`src/rtl/mips_pkg.sv`:
```
// Shared types and constants for the 16-bit MIPS pipeline.
package mips_pkg;
  localparam int unsigned INST_W = 16;
  localparam int unsigned PC_W   = 16;

  localparam logic [INST_W-1:0] NOP_INST = 16'h0000;

  typedef enum logic [2:0] {
    IDLE,
    FETCH,
    WAIT,
    BLOCKED,
    DISCARD
  } if_state_t;
endpackage

```
`src/rtl/if_hold_buf.sv`:
```
// Single-entry holding buffer for a fetched instruction that decode could not accept.
module if_hold_buf #(
  parameter int unsigned INST_W = mips_pkg::INST_W,
  parameter int unsigned PC_W   = mips_pkg::PC_W
) (
  input  logic              clk,
  input  logic              rst,
  input  logic              load,
  input  logic              pop,
  input  logic              clear,
  input  logic [INST_W-1:0] in_inst,
  input  logic [PC_W-1:0]   in_pc_plus1,
  output logic              valid,
  output logic [INST_W-1:0] inst,
  output logic [PC_W-1:0]   pc_plus1
);
  import mips_pkg::*;

  always_ff @(posedge clk or posedge rst) begin
    if (rst) begin
      valid    <= 1'b0;
      inst     <= INST_W'(NOP_INST);
      pc_plus1 <= '0;
    end else if (clear || pop) begin
      valid    <= 1'b0;
    end else if (load) begin
      valid    <= 1'b1;
      inst     <= in_inst;
      pc_plus1 <= in_pc_plus1;
    end
  end
endmodule

```
`src/rtl/if_stage.sv`:
```
// Instruction-fetch stage: PC, single-outstanding imem requests, IF/ID register,
// stall holding buffer and redirect flush.
module if_stage #(
  parameter int unsigned      PC_W     = mips_pkg::PC_W,
  parameter int unsigned      INST_W   = mips_pkg::INST_W,
  parameter logic [PC_W-1:0]  RESET_PC = '0
) (
  input  logic              clk,
  input  logic              rst,
  output logic              imem_req,
  output logic [PC_W-1:0]   imem_addr,
  input  logic              imem_rvalid,
  input  logic [INST_W-1:0] imem_rdata,
  input  logic              id_stall,
  input  logic              redirect_en,
  input  logic [PC_W-1:0]   redirect_pc,
  output logic              id_valid,
  output logic [INST_W-1:0] id_inst,
  output logic [PC_W-1:0]   id_pc_plus1
);
  import mips_pkg::*;

  if_state_t         state, state_next;
  logic [PC_W-1:0]   pc, pc_plus1;
  logic              ifid_free, take_resp, buf_load, buf_pop;
  logic              buf_valid;
  logic [INST_W-1:0] buf_inst;
  logic [PC_W-1:0]   buf_pc_plus1;

  always_comb begin
    pc_plus1  = pc + PC_W'(1);
    ifid_free = !id_valid || !id_stall;
    take_resp = (state == WAIT) && imem_rvalid && !redirect_en;
    buf_load  = take_resp && !ifid_free;
    buf_pop   = (state == BLOCKED) && buf_valid && !id_stall && !redirect_en;
  end

  always_ff @(posedge clk or posedge rst) begin
    if (rst) state <= IDLE;
    else     state <= state_next;
  end

  always_comb begin
    state_next = state;
    unique case (state)
      IDLE:    state_next = FETCH;
      FETCH:   state_next = redirect_en ? DISCARD : WAIT;
      WAIT: begin
        if (redirect_en)      state_next = imem_rvalid ? FETCH : DISCARD;
        else if (imem_rvalid) state_next = ifid_free ? FETCH : BLOCKED;
      end
      BLOCKED: if (redirect_en || !id_stall) state_next = FETCH;
      // A redirect here keeps waiting: the old request is still outstanding.
      DISCARD: if (imem_rvalid) state_next = FETCH;
      default: state_next = IDLE;
    endcase
  end

  always_comb begin
    imem_req  = (state == FETCH);
    imem_addr = pc;
  end

  always_ff @(posedge clk or posedge rst) begin
    if (rst)              pc <= RESET_PC;
    else if (redirect_en) pc <= redirect_pc;
    else if (take_resp)   pc <= pc_plus1;
  end

  always_ff @(posedge clk or posedge rst) begin
    if (rst) begin
      id_valid    <= 1'b0;
      id_inst     <= INST_W'(NOP_INST);
      id_pc_plus1 <= '0;
    end else if (redirect_en) begin
      id_valid    <= 1'b0;
      id_inst     <= INST_W'(NOP_INST);
    end else if (take_resp && ifid_free) begin
      id_valid    <= 1'b1;
      id_inst     <= imem_rdata;
      id_pc_plus1 <= pc_plus1;
    end else if (buf_pop) begin
      id_valid    <= 1'b1;
      id_inst     <= buf_inst;
      id_pc_plus1 <= buf_pc_plus1;
    end else if (!id_stall) begin
      id_valid    <= 1'b0;
      id_inst     <= INST_W'(NOP_INST);
    end
  end

  if_hold_buf #(
    .INST_W (INST_W),
    .PC_W   (PC_W)
  ) u_hold_buf (
    .clk         (clk),
    .rst         (rst),
    .load        (buf_load),
    .pop         (buf_pop),
    .clear       (redirect_en),
    .in_inst     (imem_rdata),
    .in_pc_plus1 (pc_plus1),
    .valid       (buf_valid),
    .inst        (buf_inst),
    .pc_plus1    (buf_pc_plus1)
  );
endmodule
```
`config.mk`:
```
export PLATFORM = sky130hd
export DESIGN_NAME = if_stage
export DESIGN_NICKNAME = d
export VERILOG_FILES = /design/src/rtl/mips_pkg.sv /design/src/rtl/if_hold_buf.sv /design/src/rtl/if_stage.sv
export SDC_FILE = /design/constraint.sdc
export NUM_CORES = 1
export LEC_CHECK = 0
export CAP_MARGIN = 0
export CELL_PAD_IN_SITES_DETAIL_PLACEMENT = 1
export CELL_PAD_IN_SITES_GLOBAL_PLACEMENT = 2
export CORE_MARGIN = 2
export CORE_UTILIZATION = 30
export CTS_BUF_LIST = sky130_fd_sc_hd__clkbuf_8
export DETAILED_ROUTE_END_ITERATION = 6
export GPL_TIMING_DRIVEN = 0
export PLACE_DENSITY_LB_ADDON = 0.1
export SLEW_MARGIN = 10
export SYNTH_ARGS = -nofsm -noshare
export SYNTH_HDL_FRONTEND = slang
export SYNTH_SLANG_ARGS = --single-unit
```
`constraint.sdc`:
```
create_clock -name clk -period 2.2 [get_ports clk]
set_input_delay 0.22 -clock clk [delete_from_list [all_inputs] [get_ports clk]]
set_output_delay 0.22 -clock clk [all_outputs]
set_load 0.01 [all_outputs]
```
# After elaboration in Yosys (flattened, before gate mapping)
# Cells that the tools add are included.
[op_classes] add_sub_neg=1 n_eq_ne=8 n_reduce_logical=21 mux=22 bitwise_logic=2
[op_table] operator="2-to-1 mux 16 bit" n=8
[op_table] operator="2-to-1 mux 3 bit" n=6
[op_table] operator="adder 16 x 1 -> 16 bit, second input constant" n=1
[op_table] operator="one-hot mux 3 bit (5 select lines)" n=1
[op_table] operator="logical AND 1 bit" n=7
[op_table] operator="equality test 3 x 2 -> 1 bit, second input constant" n=2
[op_table] operator="2-to-1 mux 1 bit" n=6
[op_table] operator="nonzero test 2 bit" n=3
[op_table] operator="logical NOT 1 bit" n=4
[op_table] operator="inequality test 4 x 1 -> 1 bit, second input constant" n=1
[op_table] operator="AND reduction 2 bit" n=2
[op_table] operator="equality test 3 x 1 -> 1 bit, second input constant" n=1
[op_table] operator="equality test 3 bit, second input constant" n=1
[op_table] operator="logical NOT 3 bit" n=1
[op_table] operator="logical OR 1 bit" n=3
[op_table] operator="inequality test 3 bit, second input constant" n=1
[op_table] operator="AND reduction 3 bit" n=1
[op_table] operator="2-to-1 mux 2 bit" n=1
[op_table] operator="inequality test 2 x 1 -> 1 bit, second input constant" n=1
[op_table] operator="inequality test 2 bit, second input constant" n=1
[op_table] operator="inverter 1 bit" n=2
[totals] wordCells=62 input_bits=37 out_inout_bits=50 regBits=85

# Depth between registers and ports, before layout
[depth] ltp_word=7 mapped_depth=6 mapped_depth_nobuf=5

# Cells and area by module
# A second synthesis with hierarchy kept.
[unflattened] cells_unflattened=340 hier_area_um2=4166.5
[by_module_without_submodules] module="if_stage" seq_area_each_um2=1301.2 cells_per_inst=268 instances=1 area_each_um2=2915.3
[by_module_without_submodules] module="if_hold_buf" seq_area_each_um2=825.8 cells_per_inst=72 instances=1 area_each_um2=1251.2

# Worst setup path after synthesis
# No wires, ideal clock.
[synth_path] path_type="register to register" startpoint="reg pc[0] (netlist: imem_addr[0])" endpoint="reg id_pc_plus1[10]" t_required_ps=2070 path_buffers=1 synth_period_minus_slack_ps=1666 stages_incl_launch_ff=7 arrival_ps=1536 path_slack_ps=534 setup_time_ps=130 path_cell_list="dfrtp_1 -> ha_1 -> nand3_2 -> buf_4 -> nor3_1 -> xnor2_1 -> mux2i_1"
[synth_between] elab_chain_len=2
[synth_lines] item="start: declaration" line_no="if_stage.sv:24" rtl="logic [PC_W-1:0] pc, pc_plus1;"
[synth_lines] item="start signal: assignment" line_no="if_stage.sv:66" rtl="else if (redirect_en) pc <= redirect_pc;"
[synth_lines] item="start signal: assignment" line_no="if_stage.sv:67" rtl="else if (take_resp) pc <= pc_plus1;"
[synth_lines] item="adder 16 x 1 -> 16 bit" line_no="if_stage.sv:31" rtl="pc_plus1 = pc + PC_W'(1);"
[synth_lines] item="2-to-1 mux 16 bit" line_no="if_stage.sv:78" rtl="end else if (take_resp && ifid_free) begin"
[synth_lines] item="end signal: assignment" line_no="if_stage.sv:81" rtl="id_pc_plus1 <= pc_plus1;"
[synth_lines] item="end signal: assignment" line_no="if_stage.sv:85" rtl="id_pc_plus1 <= buf_pc_plus1;"
[synth_lines] item="end: declaration" line_no="if_stage.sv:19" rtl="output logic [PC_W-1:0] id_pc_plus1"
# Every way passes these cells.
# A chain may end at the register's enable or synchronous reset.

# Worst setup path in the final report
[layout_path] startpoint="reg state[2]" endpoint="reg id_inst[1]"
[layout_between] elab_chain_len=7 elab_cells_between_ends=12 classes_between="eq/ne: 3; mux: 3; reduce/logical: 6"
[layout_lines] item="start: declaration" line_no="if_stage.sv:23" rtl="if_state_t state, state_next;"
[layout_lines] item="start signal: assignment" line_no="if_stage.sv:40" rtl="else state <= state_next;"
[layout_lines] item="equality test 3 x 2 -> 1 bit" line_no="if_stage.sv:35" rtl="buf_pop = (state == BLOCKED) && buf_valid && !id_stall && !redirect_en;"
[layout_lines] item="logical AND 1 bit (3 in series)" line_no="if_stage.sv:35"
[layout_lines] item="2-to-1 mux 16 bit" line_no="if_stage.sv:82" rtl="end else if (buf_pop) begin"
[layout_lines] item="2-to-1 mux 16 bit" line_no="if_stage.sv:78"
[layout_lines] item="2-to-1 mux 16 bit" line_no="if_stage.sv:75" rtl="end else if (redirect_en) begin"
[layout_lines] item="end signal: assignment" line_no="if_stage.sv:77" rtl="id_inst <= INST_W'(NOP_INST);"
[layout_lines] item="end signal: assignment" line_no="if_stage.sv:80" rtl="id_inst <= imem_rdata;"
[layout_lines] item="end signal: assignment" line_no="if_stage.sv:84" rtl="id_inst <= buf_inst;"
[layout_lines] item="end: declaration" line_no="if_stage.sv:18" rtl="output logic [INST_W-1:0] id_inst,"
# Parallel ways exist; a longest one is shown, timed or not.

==> impl_metrics.yaml <==
synthesis:
  synth-simple-area-share_pct: 15.61
  async_reset_ff_share_pct: 100.0
  synth.area.mux_share_pct: 13.21
  netlist_area_um2: 4185
  synth.distinct_cells: 46
  synth_edf_count: 0
  ys_ff_latch: 85
  synthAdderAreaFrac_pct: 0.2990
  synth_top_area_share_pct: 50.82
  synth_warnings: 0
  synth_top_family_by_area: "simple AND/OR/NAND/NOR gates"
  ys_top_cells_by_area: "dfrtp_1 (51%), mux2i_1 (8.4%), mux2_2 (4.8%), xnor2_1 (4.2%), a222oi_1 (3.8%)"
  synth_compound_area_share_pct: 9.417
  synthesis.nets: 395
  synth-xor-area-share_pct: 5.232
  synth_top_cell_by_area: "dfrtp_1"
  synth_area_per_cell_um2: 11.72
  syn_inst: 357
  synthFlopType: "dfrtp_1"
  yosysSeqAreaShare_pct: 50.82
critical_path:
  cp.required_ns: 2.44
  worstPathArrival_ns: 2.13
  critPathTopFamily: "compound AO/OA/AOI/OAI gates"
  path_class: "flip-flop to flip-flop"
  start_kind: "flip-flop"
  rr_startpoint: "state[2]"
  worstPathMaxFanout: 10
  crit_chain: "nand4bb_2 -> o21a_1 -> buf_2 -> a222oi_1 -> inv_1"
  cp-end-kind: "flip-flop"
  crit_start: "state[2]"
  max_stage_delay_ns: 0.46
  slowest_stage: "dfrtp_1"
  path_buf_inv: 2
clock_tree:
  clkLatencyLatePin_ns: 0.36
  cts_buffers: 9
  cts_root_buf: "clkbuf_8"
  hold_buffers: 0
  cts.sink_count: 85
  cts_tree: "yes"
  path_clk_slew_ns: 0.09
  clockBufferDepth: 2
  htreeDepth: 3
grt:
  grt_max_degree: 27
  grt_pass1_wl_um: 17540
  antenna_found_initial: 0
  grtUsageTotal_pct: 15.32
  gr-total-overflow: 0
  first_global_vias: 3243
routing:
  drc: 0
  vias_per_cell: 4.757
  vias: 3054
  drt_iter0_drc: 154
  wl_um: 10740
  detail_route.wl_per_cell_um: 16.72
  antenna_left: 0
  drtPass1Iterations: 5
sta:
  tightest_slew_ns: 0.5993
  slew_headroom_pct: 60.05
  fin_ws_ns: 0.3095
  finalSetupViolCount: 0
  final.setup_skew_ns: 0.008289
  fin_crit_ns: 1.891
  min_period_over_period_pct: 85.93
  hold_violations: 0
  setup_tns_ns: 0
  grt_setup_unrepaired: "false"
  slew_violations: 0
  fmax_mhz: 528.9
cells_and_area:
  stdcell_area_um2: 5527
  num_antenna_cells: 0
  drive_gt1_share_pct: 15.80
  synthToLayoutAreaGrowth_pct: 32.05
  fin_nets: 495
  fillers: 1547
floorplanning:
  die_area_um2: 14910
  die_y_um: 122.1
  core_area_um2: 13770
  die_x_um: 122.1
  start_util_pct: 30.39
  top_level_ports: 87
  rows: 43
place:
  place_ws_ns: -0.05289
  placed_cell_area_um2: 5350
  dpl.hpwl_um: 7879
  place_congestion: 0.7243
  port-buffer-count: 86
power_and_ir_drop:
  ir_drop_v: 0.0002518
  p_per_area_nw_per_um2: 763.1
  p_total_mw: 4.217
  p_leak_nw: 2.558
outcome:
  status: "complete, no violations"
hold_path:
  hp-class: "input pin to asynchronous set/reset pin"
flow_run:
  maxCapViolations: 0
## area by class of cell
| class | count | area [um2] | area share, % |
|---|---|---|---|
| plain buffers | 24 | 155.1 | 2.807 |
| clock buffers | 10 | 137.6 | 2.490 |
| clock inverters | 6 | 31.28 | 0.5660 |
| inverters | 19 | 75.07 | 1.358 |
| multi-input cells | 229 | 1839 | 33.28 |
| flip-flops and latches | 85 | 2127 | 38.49 |
| well taps | 180 | 225.2 | 4.075 |
| repair buffers | 89 | 935.9 | 16.93 |
## per-stage QoR
stage                     hold WS [ns]  utilization [%]  std cells
after global routing            0.2830            40.13        642
after detailed placement        0.4732            38.84        626
final                           0.2525            40.13        642
after global placement          0.4621            38.30        623
after CTS                       0.2552            40.07        642
after floorplan                 0.3399                -        357
## routing by layer
| metal | track usage (%) | part of all wire, % |
|---|---|---|
| met1 | 21.83 | 48 |
| met4 | 5.388 | 1.5 |
| met2 | 23.50 | 46 |
| met5 | 0 | 0 |
| met3 | 2.575 | 4.5 |
## report_power, final
group / internal, mW / leakage, nW / switching (mW)
registers: 1.80 / 1.13 / 0.220
logic: 0.674 / 1.33 / 0.524
clock network: 0.430 / 0.0984 / 0.566
## kinds of logic (layout without fill, tap and decap cells)
family | count (synthesis) | in the layout
simple gates | 92 | 92
flops | 85 | 85
compound gates | 58 | 58
mux | 53 | 53
buf+inv | 43 | 148
xor+xnor | 25 | 25
fa+ha+maj | 1 | 1
## layout by cell type, fill, tap and decap left out, types with 2 or more instances in the layout
cell type and count:
o21ai_1 5, clkdlybuf4s50_1 86, a222oi_1 16, nand2b_1 5, a21oi_1 17, nand3_1 7
buf_16 2, clkbuf_1 5, nor2b_1 5, mux2_2 18, nor2_1 21, nor3_4 2
nor4_4 7, nor3_1 6, inv_1 20, buf_4 9, mux2i_1 35, buf_2 5
xnor2_1 20, clkbuf_2 2, o21ai_0 13, dfrtp_1 85, xor2_1 5, nand2_1 22
buf_6 3, clkbuf_8 10, clkinv_2 3, nor4_1 3
## registers in the layout (all words and copies together), names as in the netlist
register	flops
id_inst	16
id_pc_plus1	16
id_valid	1
imem_addr	16
state	3
u_hold_buf.inst	16
u_hold_buf.pc_plus1	16
u_hold_buf.valid	1
## worst paths after layout
| check | slack [ns] | to | cells after the start |
|---|---|---|---|
| setup / recovery | 0.31 | id_inst[1] | 5 |
| hold / removal | 0.25 | id_inst[1] | 2 |
| setup reg to reg | 0.31 | id_inst[1] | 5 |
| hold reg to reg | 0.49 | id_inst[5] | 2 |
| max in group asynchronous | 1.09 | id_pc_plus1[1] | 5 |
| min in group clk | 0.40 | imem_addr[7] | 3 |
## Yosys cell counts (all sizes together), types with 2 or more instances
| master | count |
|---|---|
| a21oi | 17 |
| a222oi | 16 |
| and4bb | 2 |
| buf | 17 |
| clkbuf | 7 |
| dfrtp | 85 |
| inv | 19 |
| mux2 | 18 |
| mux2i | 35 |
| nand2 | 22 |
| nand2b | 5 |
| nand3 | 9 |
| nand4 | 3 |
| nor2 | 21 |
| nor2b | 5 |
| nor3 | 8 |
| nor4 | 11 |
| o21ai | 18 |
| xnor2 | 20 |
| xor2 | 5 |
## what timing repair did
action / 4_1_cts / 5_1_grt
endpoints found under the setup margin: 0 / 25
gates resized for setup: 0 / 1
setup buffers: 0 / 0
Power figures use the tool's default switching activity.
